## src/rtl/ram_fifo_ctrl_if.sv

```systemverilog
// Handshake and RAM-port bundle for ram_fifo_ctrl.
// The slave modport is the controller's view; master is the environment driving it.
interface ram_fifo_ctrl_if #(
  parameter int unsigned DATA_WIDTH = 32,
  parameter int unsigned ADDR_WIDTH = 7
);
  logic                  in_valid;
  logic                  in_ready;
  logic [DATA_WIDTH-1:0] in_data;
  logic                  out_valid;
  logic                  out_ready;
  logic [DATA_WIDTH-1:0] out_data;
  logic [ADDR_WIDTH:0]   count;
  logic                  ram_we;
  logic [ADDR_WIDTH-1:0] ram_addr;
  logic [DATA_WIDTH-1:0] ram_d;
  logic [DATA_WIDTH-1:0] ram_q;

  modport slave (
    input  in_valid, in_data, out_ready, ram_q,
    output in_ready, out_valid, out_data, count, ram_we, ram_addr, ram_d
  );

  modport master (
    output in_valid, in_data, out_ready, ram_q,
    input  in_ready, out_valid, out_data, count, ram_we, ram_addr, ram_d
  );
endinterface

```

## src/rtl/ram_fifo_ctrl.sv

```systemverilog
// FIFO controller over an external single-port RAM with a one-word output register.
// Optional macro RAM_FIFO_CTRL_BYPASS_EN loads pushes straight into the output register when the RAM is empty.
module ram_fifo_ctrl #(
  parameter int unsigned DATA_WIDTH = 32,
  parameter int unsigned ADDR_WIDTH = 7
) (
  input logic            clk,
  input logic            rst_n,
  ram_fifo_ctrl_if.slave bus
);
  localparam int unsigned DEPTH = 1 << ADDR_WIDTH;
  localparam int unsigned CNT_W = ADDR_WIDTH + 1;
  localparam logic [ADDR_WIDTH-1:0] RAM_FULL = ADDR_WIDTH'(DEPTH - 1);

  logic [ADDR_WIDTH-1:0] wr_ptr_q, wr_ptr_d;
  logic [ADDR_WIDTH-1:0] rd_ptr_q, rd_ptr_d;
  logic [ADDR_WIDTH-1:0] ram_cnt_q, ram_cnt_d;
  logic                  out_valid_q, out_valid_d;
  logic [DATA_WIDTH-1:0] out_data_q, out_data_d;
  logic [CNT_W-1:0]      count_q, count_d;

  logic out_free_c;
  logic ram_full_c;
  logic rd_c;
  logic wr_c;
  logic byp_c;

  // Cycle classification: READ has priority so the output register never starves.
  assign out_free_c = !out_valid_q || bus.out_ready;
  assign ram_full_c = (ram_cnt_q == RAM_FULL);
  assign rd_c       = rst_n && (ram_cnt_q != '0) && out_free_c;

`ifdef RAM_FIFO_CTRL_BYPASS_EN
  assign byp_c = rst_n && (ram_cnt_q == '0) && out_free_c && bus.in_valid;
`else
  assign byp_c = 1'b0;
`endif

  assign wr_c = rst_n && !rd_c && !byp_c && bus.in_valid && !ram_full_c;

  // Non-write cycles park the address on wr_ptr, the slot that never holds live data.
  assign bus.ram_we    = wr_c;
  assign bus.ram_addr  = !rst_n ? '0 : (rd_c ? rd_ptr_q : wr_ptr_q);
  assign bus.ram_d     = bus.in_data;
  assign bus.in_ready  = rst_n && !ram_full_c && !rd_c;
  assign bus.out_valid = out_valid_q;
  assign bus.out_data  = out_data_q;
  assign bus.count     = count_q;

  always_comb begin
    wr_ptr_d    = wr_ptr_q;
    rd_ptr_d    = rd_ptr_q;
    ram_cnt_d   = ram_cnt_q;
    out_valid_d = out_valid_q;
    out_data_d  = out_data_q;

    if (rd_c) begin
      out_data_d  = bus.ram_q;
      out_valid_d = 1'b1;
      rd_ptr_d    = rd_ptr_q + ADDR_WIDTH'(1);
      ram_cnt_d   = ram_cnt_q - ADDR_WIDTH'(1);
    end else if (byp_c) begin
      out_data_d  = bus.in_data;
      out_valid_d = 1'b1;
    end else if (out_valid_q && bus.out_ready) begin
      out_valid_d = 1'b0;
    end

    if (wr_c) begin
      wr_ptr_d  = wr_ptr_q + ADDR_WIDTH'(1);
      ram_cnt_d = ram_cnt_q + ADDR_WIDTH'(1);
    end

    count_d = CNT_W'(ram_cnt_d) + CNT_W'(out_valid_d);
  end

  always_ff @(posedge clk or negedge rst_n) begin
    if (!rst_n) begin
      wr_ptr_q    <= '0;
      rd_ptr_q    <= '0;
      ram_cnt_q   <= '0;
      out_valid_q <= 1'b0;
      out_data_q  <= '0;
      count_q     <= '0;
    end else begin
      wr_ptr_q    <= wr_ptr_d;
      rd_ptr_q    <= rd_ptr_d;
      ram_cnt_q   <= ram_cnt_d;
      out_valid_q <= out_valid_d;
      out_data_q  <= out_data_d;
      count_q     <= count_d;
    end
  end
endmodule

```

## src/flat_wrapper.sv

```systemverilog
// flat-port wrapper written by rule: the top's interface ports become plain ports
module ram_fifo_ctrl_flat 
#(
  parameter int unsigned DATA_WIDTH = 32,
  parameter int unsigned ADDR_WIDTH = 7
)
  (clk, rst_n, bus_in_valid, bus_in_data, bus_out_ready, bus_ram_q, bus_in_ready, bus_out_valid, bus_out_data, bus_count, bus_ram_we, bus_ram_addr, bus_ram_d);
  ram_fifo_ctrl_if #(.DATA_WIDTH(DATA_WIDTH), .ADDR_WIDTH(ADDR_WIDTH)) bus_i ();
  input logic clk;
  input logic rst_n;
  input wire logic [$bits(bus_i.in_valid)-1:0] bus_in_valid;
  input wire logic [$bits(bus_i.in_data)-1:0] bus_in_data;
  input wire logic [$bits(bus_i.out_ready)-1:0] bus_out_ready;
  input wire logic [$bits(bus_i.ram_q)-1:0] bus_ram_q;
  output wire logic [$bits(bus_i.in_ready)-1:0] bus_in_ready;
  output wire logic [$bits(bus_i.out_valid)-1:0] bus_out_valid;
  output wire logic [$bits(bus_i.out_data)-1:0] bus_out_data;
  output wire logic [$bits(bus_i.count)-1:0] bus_count;
  output wire logic [$bits(bus_i.ram_we)-1:0] bus_ram_we;
  output wire logic [$bits(bus_i.ram_addr)-1:0] bus_ram_addr;
  output wire logic [$bits(bus_i.ram_d)-1:0] bus_ram_d;
  assign bus_i.in_valid = bus_in_valid;
  assign bus_i.in_data = bus_in_data;
  assign bus_i.out_ready = bus_out_ready;
  assign bus_i.ram_q = bus_ram_q;
  assign bus_in_ready = bus_i.in_ready;
  assign bus_out_valid = bus_i.out_valid;
  assign bus_out_data = bus_i.out_data;
  assign bus_count = bus_i.count;
  assign bus_ram_we = bus_i.ram_we;
  assign bus_ram_addr = bus_i.ram_addr;
  assign bus_ram_d = bus_i.ram_d;
  ram_fifo_ctrl #(.DATA_WIDTH(DATA_WIDTH), .ADDR_WIDTH(ADDR_WIDTH)) u_core (.clk(clk), .rst_n(rst_n), .bus(bus_i));
endmodule
```

## config.mk

```make
export PLATFORM = sky130hd
export DESIGN_NAME = ram_fifo_ctrl_flat
export DESIGN_NICKNAME = d
export VERILOG_FILES = /design/src/rtl/ram_fifo_ctrl_if.sv /design/src/rtl/ram_fifo_ctrl.sv /design/src/flat_wrapper.sv
export SDC_FILE = /design/constraint.sdc
export NUM_CORES = 1
export LEC_CHECK = 0
export ABC_CLOCK_PERIOD_IN_PS = 3200
export CAP_MARGIN = 10
export CORE_MARGIN = 4
export CORE_UTILIZATION = 40
export CTS_CLUSTER_DIAMETER = 40
export DETAILED_ROUTE_END_ITERATION = 8
export GPL_TIMING_DRIVEN = 0
export PLACE_DENSITY = 0.76
export SLEW_MARGIN = 20
export SYNTH_ARGS = -nofsm -noshare
export SYNTH_HDL_FRONTEND = slang
export SYNTH_SLANG_ARGS = --single-unit
export TNS_END_PERCENT = 100
```

## constraint.sdc

```tcl
create_clock -name clk -period 3.2 [get_ports clk]
set_input_delay 0.64 -clock clk [delete_from_list [all_inputs] [get_ports clk]]
set_output_delay 0.64 -clock clk [all_outputs]
set_load 0.02 [all_outputs]
```

* Word-level counts from Yosys, hierarchy flattened
Index checks and enable logic that the tools add are counted.
** Operators by class
- $add $sub $neg :: 5
- Equality and inequality tests :: 1
- Mux-type cells :: 6
- Reductions and logical operators :: 13
** Operators with widths (number)
- 2-to-1 mux 7 bit :: 4
- adder 7 x 1 -> 7 bit, second input constant :: 3
- adder 7 x 1 -> 8 bit :: 1
- logical AND 1 bit :: 8
- == test 7 bit, second input constant :: 1
- nonzero test 7 bit :: 1
- subtractor 7 x 1 -> 7 bit, second input constant :: 1
- zero test 1 bit :: 3
- 2-to-1 mux 1 bit :: 2
- logical OR 1 bit :: 1
** Storage, ports and cells
- Register bits after elaboration :: 62
- Input bits :: 68
- Output and inout bits :: 82
- Word-level logic and storage cells :: 31

* Longest topological paths before layout
Gate-level depths: netlist of the first run.
- Depth after elaboration :: 9
- Mapped depth :: 13
- Mapped depth without buffers :: 12

* Least setup slack after synthesis of the first run
Ideal clock, no wire load.
- Path kind :: register to register
- From :: reg u_core.ram_cnt_q[4]
- To :: reg u_core.count_q[7], in the netlist u_core.bus.count[7]
- Library setup time :: 0.120 ns
- Data arrival time :: 2.573 ns
- Required time :: 3.080 ns
- Setup slack :: 0.508 ns
- Cell stages (with the launch flop) :: 12
- Cells stage by stage :: dfrtp_1 > nor4_4 > a21oi_2 > nor3_4 > buf_6 > nor2_1 > xnor2_1 > ha_1 > and4_2 > a41oi_2 > and3b_1 > and3_1
** Between the ends
- Longest elaborated chain between the ends :: 9
** Ends and longest elaborated chain
- start, declared :: RTL line ram_fifo_ctrl.sv:17 : logic [ADDR_WIDTH-1:0] ram_cnt_q, ram_cnt_d;
- start signal, assigned :: RTL line ram_fifo_ctrl.sv:88 : ram_cnt_q <= ram_cnt_d;
- nonzero test 7 bit :: RTL line ram_fifo_ctrl.sv:31 : assign rd_c = rst_n && (ram_cnt_q != '0) && out_free_c;
- logical AND 1 bit (2 in a row) :: RTL line ram_fifo_ctrl.sv:31
- zero test 1 bit :: RTL line ram_fifo_ctrl.sv:39 : assign wr_c = rst_n && !rd_c && !byp_c && bus.in_valid && !ram_full_c;
- logical AND 1 bit (2 in a row) :: RTL line ram_fifo_ctrl.sv:39
- logical AND 1 bit * :: RTL line ram_fifo_ctrl.sv:39
- named net bus_ram_we :: RTL line flat_wrapper.sv:19 : output wire logic [$bits(bus_i.ram_we)-1:0] bus_ram_we;
- 2-to-1 mux 7 bit * :: RTL line ram_fifo_ctrl.sv:69 : if (wr_c) begin
- named net u_core.ram_cnt_d[0] :: RTL line ram_fifo_ctrl.sv:17
- adder 7 x 1 -> 8 bit * :: RTL line ram_fifo_ctrl.sv:74 : count_d = CNT_W'(ram_cnt_d) + CNT_W'(out_valid_d);
- named net u_core.count_d[7] :: RTL line ram_fifo_ctrl.sv:20 : logic [CNT_W-1:0] count_q, count_d;
- end signal, assigned :: RTL line ram_fifo_ctrl.sv:91 : count_q <= count_d;
- end, declared :: RTL line ram_fifo_ctrl.sv:20
The timed path passes the listed nets; every way through them passes the cells marked *.
A chain may end at the register's enable or synchronous reset.

* Final worst setup path of the first run
- From :: reg u_core.ram_cnt_q[0]
- To :: out bus_ram_addr[6]
** Between the ends
- Longest elaborated chain between the ends :: 5
** Ends and longest elaborated chain
- nonzero test 7 bit :: RTL line ram_fifo_ctrl.sv:31
- logical AND 1 bit (2 in a row) :: RTL line ram_fifo_ctrl.sv:31
- 2-to-1 mux 7 bit (2 in a row) :: RTL line ram_fifo_ctrl.sv:43 : assign bus.ram_addr = !rst_n ? '0 : (rd_c ? rd_ptr_q : wr_ptr_q);
- end, declared :: RTL line flat_wrapper.sv:20 : output wire logic [$bits(bus_i.ram_addr)-1:0] bus_ram_addr;
No other way between the ends.

==> flow_metrics.env, run 1 <==
export IMPL_vias=2609
export IMPL_path_class="reg -> out"
export IMPL_hold_viol_final=0
export IMPL_worst_path_max_fanout=10
export IMPL_core_area_um2=7330
export IMPL_p_clk_frac=0.211
export IMPL_async_flop_share=1.00
export IMPL_rsz0062_at_grt="no"
export IMPL_crit_path_top_delay_cell="dfrtp_1"
export IMPL_postCtsHoldBufs=0
export IMPL_clock_sinks=62
export IMPL_grt_busiest_layer="met2"
export IMPL_cts_reportedPaths_clkPinSlew_ns=0.06
export IMPL_use_met3=0.0403
export IMPL_ff2ff_setup_slack_ns=0.26
export IMPL_synth_edf_count=0
export IMPL_post_place_cells=539
export IMPL_pwr_share_seq=0.374
export IMPL_cp_data_required_time_ns=2.56
export IMPL_yosysUniqueCellTypes=38
export IMPL_clkLatencyLatePin_ns=0.33
export IMPL_reg2reg_to="u_core.bus.count[7]$_DFF_PN0_"
export IMPL_p_sw_frac=0.365
export IMPL_antennaDiodeCount=0
export IMPL_synth_compound_area_frac=0.0414
export IMPL_cts_buffer_depth=2
export IMPL_antenna_found_initial=0
export IMPL_totalWireLength_um=7730
export IMPL_final_cells=558
export IMPL_placed_cell_area_um2=4370
export IMPL_rr_startpoint="u_core.ram_cnt_q[4]$_DFF_PN0_"
export IMPL_grt_usage=0.168
export IMPL_slowest_delay_ns=0.44
export IMPL_h_tree_depth=3
export IMPL_grt_pass1_wl_um=11800
export IMPL_drv_slew=0
export IMPL_crit_arrival_ns=2.41
export IMPL_synth_ff_type="dfrtp_1"
export IMPL_combPwrFrac=0.415
export IMPL_synth_area_mux_share=0.00737
export IMPL_ctsRootBufferMaster="clkbuf_8"
export IMPL_routabilityCongestion=0.843
export IMPL_critPathLaunch="u_core.ram_cnt_q[0]$_DFF_PN0_"
export IMPL_initial_core_util=0.417
export IMPL_port_buffers=117
export IMPL_hp_class="in -> async"
export IMPL_syn2layout_area_growth_pct=51.7
export IMPL_synth_adder_area_share=0.0287
export IMPL_synthCells=322
export IMPL_use_met1=0.203
export IMPL_period_needed_ns=3.05
export IMPL_drtIter0Drc=76
export IMPL_gr_total_overflow=0
export IMPL_switchingPower_w=0.00119
export IMPL_clock_fmax_mhz=328
export IMPL_use_met2=0.289
export IMPL_reg2reg_depth=12
export IMPL_vias_per_cell=4.68
export IMPL_cp_start_kind="flip-flop"
export IMPL_end_kind="primary output"
export IMPL_dieHeight_um=95.4
export IMPL_yosys_area_share_simple=0.240
export IMPL_dieArea_um2=9100
export IMPL_worst_pin_slew_ns=0.459
export IMPL_clock_skew_ns=0.00604
export IMPL_finalSetupViolCount=0
export IMPL_post_route_period_util=0.952
export IMPL_synth_seq_area_share=0.508
export IMPL_cap_violations=0
export IMPL_drive_gt1_frac=0.172
export IMPL_grt_max_degree=26
export IMPL_die_w_um=95.4
export IMPL_numCtsBuffers=9
export IMPL_slew_headroom=0.694
export IMPL_p_int_w=0.00207
export IMPL_power_density_nw_per_um2=702
export IMPL_path_cells="inv_1 -> ha_1 -> nor2b_2 -> a211o_1 -> buf_4 -> clkbuf_2 -> nand3_1 -> nand2_1 -> dlygate4sd2_1"
export IMPL_status="complete, no violations"
export IMPL_drc_errors=0
export IMPL_synth_top_family_by_area="simple AND/OR/NAND/NOR gates"
export IMPL_fin_nets=529
export IMPL_io_pins=150
export IMPL_grt_pass1_vias=2611
export IMPL_cts_tree="yes"
export IMPL_power_leakage_nw=2.23
export IMPL_rows=31
export IMPL_irDropWorstVdd_mv=0.299
export IMPL_syn_area_um2=3050
export IMPL_synth_ff_latch_count=62
export IMPL_avgSynthCellArea_um2=9.49
export IMPL_wire_per_inst_um=13.9
export IMPL_antenna_left=0
export IMPL_final_area_um2=4630
export IMPL_first_pass_iters=4
export IMPL_ys_warn_count=0
export IMPL_synth_xor_xnor_area_share=0.0705
export IMPL_synth_nets=397
export IMPL_nFillCells=609
export IMPL_dp_hpwl_um=5800
[power groups by stage]
| stage | logic, W | clock network (W) | registers [W] |
|---|---|---|---|
| 2_1_floorplan | 0.000636 | 0 | 0.00137 |
| 3_3_place_gp | 0.00132 | 0 | 0.00122 |
| 3_5_place_dp | 0.00136 | 0 | 0.00122 |
| 4_1_cts | 0.00136 | 0.000708 | 0.00121 |
| 5_1_grt | 0.00147 | 0.000743 | 0.00124 |
| 6_report | 0.00135 | 0.000687 | 0.00122 |
[how the worst max path moves through the flow]
stage / end / slack, ns / depth (start not counted)
floorplan: u_core.bus.count[7]$_DFF_PN0_ / 0.51 / 11
global placement: bus_ram_addr[3] / -3.05 / 8
detailed placement: bus_ram_addr[3] / -0.86 / 9
CTS: bus_ram_addr[4] / 0.006 / 10
global route: bus_ram_addr[2] / 0.004 / 8
finish: bus_ram_addr[6] / 0.15 / 9
[sequential cells by signal, indices dropped and copies added (netlist names)]
name                  flops
u_core.bus.out_data      32
u_core.bus.count          8
u_core.ram_cnt_q          7
u_core.rd_ptr_q           7
u_core.wr_ptr_q           7
u_core.bus.out_valid      1
[cell usage in the layout (no fill, tap or decap), types with 7 or more instances in the layout]
cell type and instances:
buf_4 36, clkbuf_8 11, clkdlybuf4s50_1 107, dfrtp_1 62, ha_1 7, nand2_1 125
nand3_1 10, nand4_1 7, xnor2_1 15
[stage by stage]
stage | utilization | hold WS [ns] | TNS, ns | total power [W] | setup WS, ns
after global routing | 0.632 | 0.115 | 0 | 0.00346 | 0.00370
after CTS | 0.631 | 0.116 | 0 | 0.00328 | 0.00607
after floorplan | - | 0.344 | 0 | 0.00200 | 0.508
final | 0.632 | 0.130 | 0 | 0.00325 | 0.152
after global placement | 0.593 | 0.458 | -164.09 | 0.00254 | -3.05
after detailed placement | 0.596 | 0.461 | -7.00 | 0.00258 | -0.862
[cell families after synthesis]
kind of cell / Yosys count
AO/OA/AOI/OAI: 14
flip-flops: 62
XOR/XNOR: 22
buffers and inverters: 49
multiplexers: 2
AND/OR/NAND/NOR: 166
adder cells (fa/ha/maj): 7
[metal layers]
layer / part of all wire / wire length (um)
met2: 0.51 / 3940
met3: 0.067 / 515
met4: 0.016 / 126
met5: 0 / 0
met1: 0.41 / 3160
[synth_stat cells, types with 2 or more instances]
cell type    n  area (um^2)
a21oi_1      5         25.0
a41oi_2      2         32.5
and3_1       4         25.0
buf_1        2         7.51
buf_2        3         15.0
buf_4       33          248
clkbuf_1     7         26.3
dfrtp_1     62         1550
ha_1         7         87.6
inv_1        3         11.3
mux2_2       2         22.5
nand2_1    125          469
nand3_1     10         50.1
nand4_1      7         43.8
nor2_1       5         18.8
nor2b_1      2         12.5
nor3_1       2         10.0
nor4_1       3         18.8
xnor2_1     15          131
xnor2_2      2         32.5
xor2_1       4         35.0
[worst max-delay path: cells and delay by family (launching register included)]
| family | cells | cell delay, ns |
|---|---|---|
| DFF | 1 | 0.44 |
| buffers and inverters | 4 | 0.80 |
| AOI/OAI and AO/OA | 1 | 0.29 |
| adders and majority gates | 1 | 0.19 |
| and+or+nand+nor | 3 | 0.36 |
[final cells by class]
cell class | count | area [um^2] | share of cell area
Inverter | 3 | 11.3 | 0.00243
Clock inverter | 4 | 45.0 | 0.00972
Clock buffer | 12 | 155 | 0.0335
Sequential cell | 62 | 1550 | 0.335
Tap cell | 99 | 124 | 0.0267
Buffer | 45 | 315 | 0.0681
Multi-Input combinational cell | 211 | 1190 | 0.256
Timing Repair Buffer | 122 | 1240 | 0.269
[what timing repair did]
action                                  4_1_cts  5_1_grt
gates cloned                                  1        0
buffers inserted                              0        3
pin swaps                                     0        1
endpoints found under the setup margin        9        8
resized for setup                            22        8
endpoints found under the hold margin         0        0
Note: power is estimated with default switching activity, not from simulation.
==> inputs of run 2 (changes only) <==
ABC_CLOCK_PERIOD_IN_PS = 3400   (was 3200)
clock period = 3.4 ns   (was 3.2 ns; I/O delays follow)
==> flow_metrics.env, run 2 (synthesis results as in run 1) <==
export IMPL_nFillCells=608
export IMPL_final_cell_mix="nand2_1 (125), clkdlybuf4s50_1 (108), dfrtp_1 (62)"
export IMPL_final_area_um2=4620
export IMPL_dieHeight_um=95.4
export IMPL_dp_hpwl_um=5800
export IMPL_wire_per_inst_um=13.8
export IMPL_post_route_period_util=0.957
export IMPL_grt_max_degree=26
export IMPL_crit_path_top_delay_cell="dlygate4sd2_1"
export IMPL_whs_ns=0.169
export IMPL_irDropWorstVdd_mv=0.286
export IMPL_gr_total_overflow=0
export IMPL_numCtsBuffers=9
export IMPL_fin_nets=527
export IMPL_drv_slew=0
export IMPL_h_tree_depth=3
export IMPL_vias=2609
export IMPL_finalSetupViolCount=0
export IMPL_drive_gt1_frac=0.162
export IMPL_port_buffers=117
export IMPL_highest_layer="met4"
export IMPL_final_setup_tns_ns=0
export IMPL_ctsRootBufferMaster="clkbuf_8"
export IMPL_rsz0062_at_grt="no"
export IMPL_cap_violations=0
export IMPL_grt_usage=0.168
export IMPL_antenna_left=0
export IMPL_initial_core_util=0.417
export IMPL_placed_cell_area_um2=4370
export IMPL_period_needed_ns=3.25
export IMPL_routedLengthMet1_um=3090
export IMPL_crit_buf_inv=7
export IMPL_slowest_delay_ns=0.32
export IMPL_worst_pin_slew_ns=0.458
export IMPL_vias_per_cell=4.69
export IMPL_drc_errors=0
export IMPL_mostFrequentLayoutCell="nand2_1"
export IMPL_path_cells="buf_12 -> buf_16 -> buf_2 -> inv_1 -> a211o_1 -> buf_4 -> clkbuf_2 -> nand3_1 -> nand2_1 -> dlygate4sd2_1"
export IMPL_end_kind="primary output"
export IMPL_drtIter0Drc=86
export IMPL_cp_start_kind="primary input"
export IMPL_hp_class="in -> async"
export IMPL_cp_data_required_time_ns=2.72
export IMPL_grt_pass1_vias=2603
export IMPL_slew_headroom=0.695
export IMPL_postCtsHoldBufs=0
export IMPL_power_total_w=0.00305
export IMPL_io_pins=150
export IMPL_clock_skew_ns=0.00686
export IMPL_first_pass_iters=4
export IMPL_dr_wl_met3_um=558
export IMPL_syn2layout_area_growth_pct=51.4
export IMPL_totalWireLength_um=7680
export IMPL_die_w_um=95.4
export IMPL_path_class="in -> out"
export IMPL_status="complete, no violations"
export IMPL_clkLatencyLatePin_ns=0.33
export IMPL_crit_arrival_ns=2.57
export IMPL_core_area_um2=7330
export IMPL_clock_sinks=62
export IMPL_antenna_found_initial=0
export IMPL_dieArea_um2=9100
export IMPL_critical_path_top_delay_family="buffers and inverters"
export IMPL_cts_tree="yes"
export IMPL_final_util=0.631
export IMPL_cts_reportedPaths_clkPinSlew_ns=0.06
export IMPL_clock_fmax_mhz=307
export IMPL_hold_viol_final=0
export IMPL_largest_register_ffs=32
export IMPL_antennaDiodeCount=0
export IMPL_grt_pass1_wl_um=11800
export IMPL_cts_buffer_depth=2
export IMPL_power_leakage_nw=2.22
export IMPL_power_density_nw_per_um2=661
export IMPL_rows=31
export IMPL_worst_path_max_fanout=25
export IMPL_routabilityCongestion=0.843
export IMPL_wl_met2_um=3900
run 2: cell types whose count changed in the layout (fill, tap and decap cells not counted):
cell,before,now
clkdlybuf4s50_1,107,108
buf_2,3,4
clkbuf_4,3,1
dlygate4sd2_1,5,7
clkbuf_2,3,2
buf_4,36,33
run 2: metrics by stage:
step	instances	setup slack (ns)
floorplan	322	0.708
global placement	538	-2.93
detailed placement	539	-0.742
CTS	556	0.0825
global route	556	0.00754
finish	556	0.147
run 2: timing repair:
item	4_1_cts	5_1_grt
setup endpoints to repair	9	7
resized for setup	15	3
buffers inserted	0	0
gates cloned	1	0
hold endpoints to repair	0	0
run 2: area by class of cell:
| type | instances | area, um^2 | area share |
|---|---|---|---|
| buffer | 46 | 315 | 0.0682 |
| timing repair buffer | 119 | 1230 | 0.267 |
| clock buffer | 12 | 155 | 0.0336 |
| inverter | 3 | 11.3 | 0.00244 |
| clock inverter | 4 | 45.0 | 0.00974 |
| tap | 99 | 124 | 0.0268 |
| multi-input combinational | 211 | 1190 | 0.257 |
| sequential | 62 | 1550 | 0.336 |
run 2: final timing paths:
kind / from / to / slack [ns] / cells after the start
hold reg to reg: u_core.bus.out_data[13]$_DFFE_PN0N_ / u_core.bus.out_data[13]$_DFFE_PN0N_ / 0.47 / 2
setup reg to reg: u_core.ram_cnt_q[4]$_DFF_PN0_ / u_core.bus.count[7]$_DFF_PN0_ / 0.42 / 11
setup / recovery: rst_n / bus_ram_addr[6] / 0.15 / 10
min in group clk: u_core.bus.out_data[13]$_DFFE_PN0N_ / u_core.bus.out_data[13]$_DFFE_PN0N_ / 0.47 / 2
hold / removal: rst_n / u_core.bus.out_valid$_DFF_PN0_ / 0.17 / 1
max in group asynchronous: rst_n / u_core.wr_ptr_q[3]$_DFFE_PN0N_ / 2.75 / 2
run 2: worst register-to-register path: stages, from the launching register on:
cell	delay, ns
dfrtp_1	0.48
nor4_4	0.43
a21oi_2	0.15
nor3_4	0.31
buf_6	0.21
nor2_1	0.06
xnor2_1	0.14
ha_1	0.24
and4_2	0.23
a41oi_2	0.23
and3b_1	0.23
and3_1	0.17
run 2: per-layer routing:
layer  GRT usage  up-vias
li1            -     1260
met1       0.202     1238
met2       0.287      100
met3      0.0403       11
met4      0.0699        0
met5           0        -
run 2: power breakdown:
| group | internal, W | switching (W) | leakage (nW) |
|---|---|---|---|
| clock network | 0.000375 | 0.000270 | 0.106 |
| registers | 0.000965 | 0.000181 | 0.765 |
| logic | 0.000601 | 0.000661 | 1.35 |
| total | 0.00194 | 0.00111 | 2.22 |
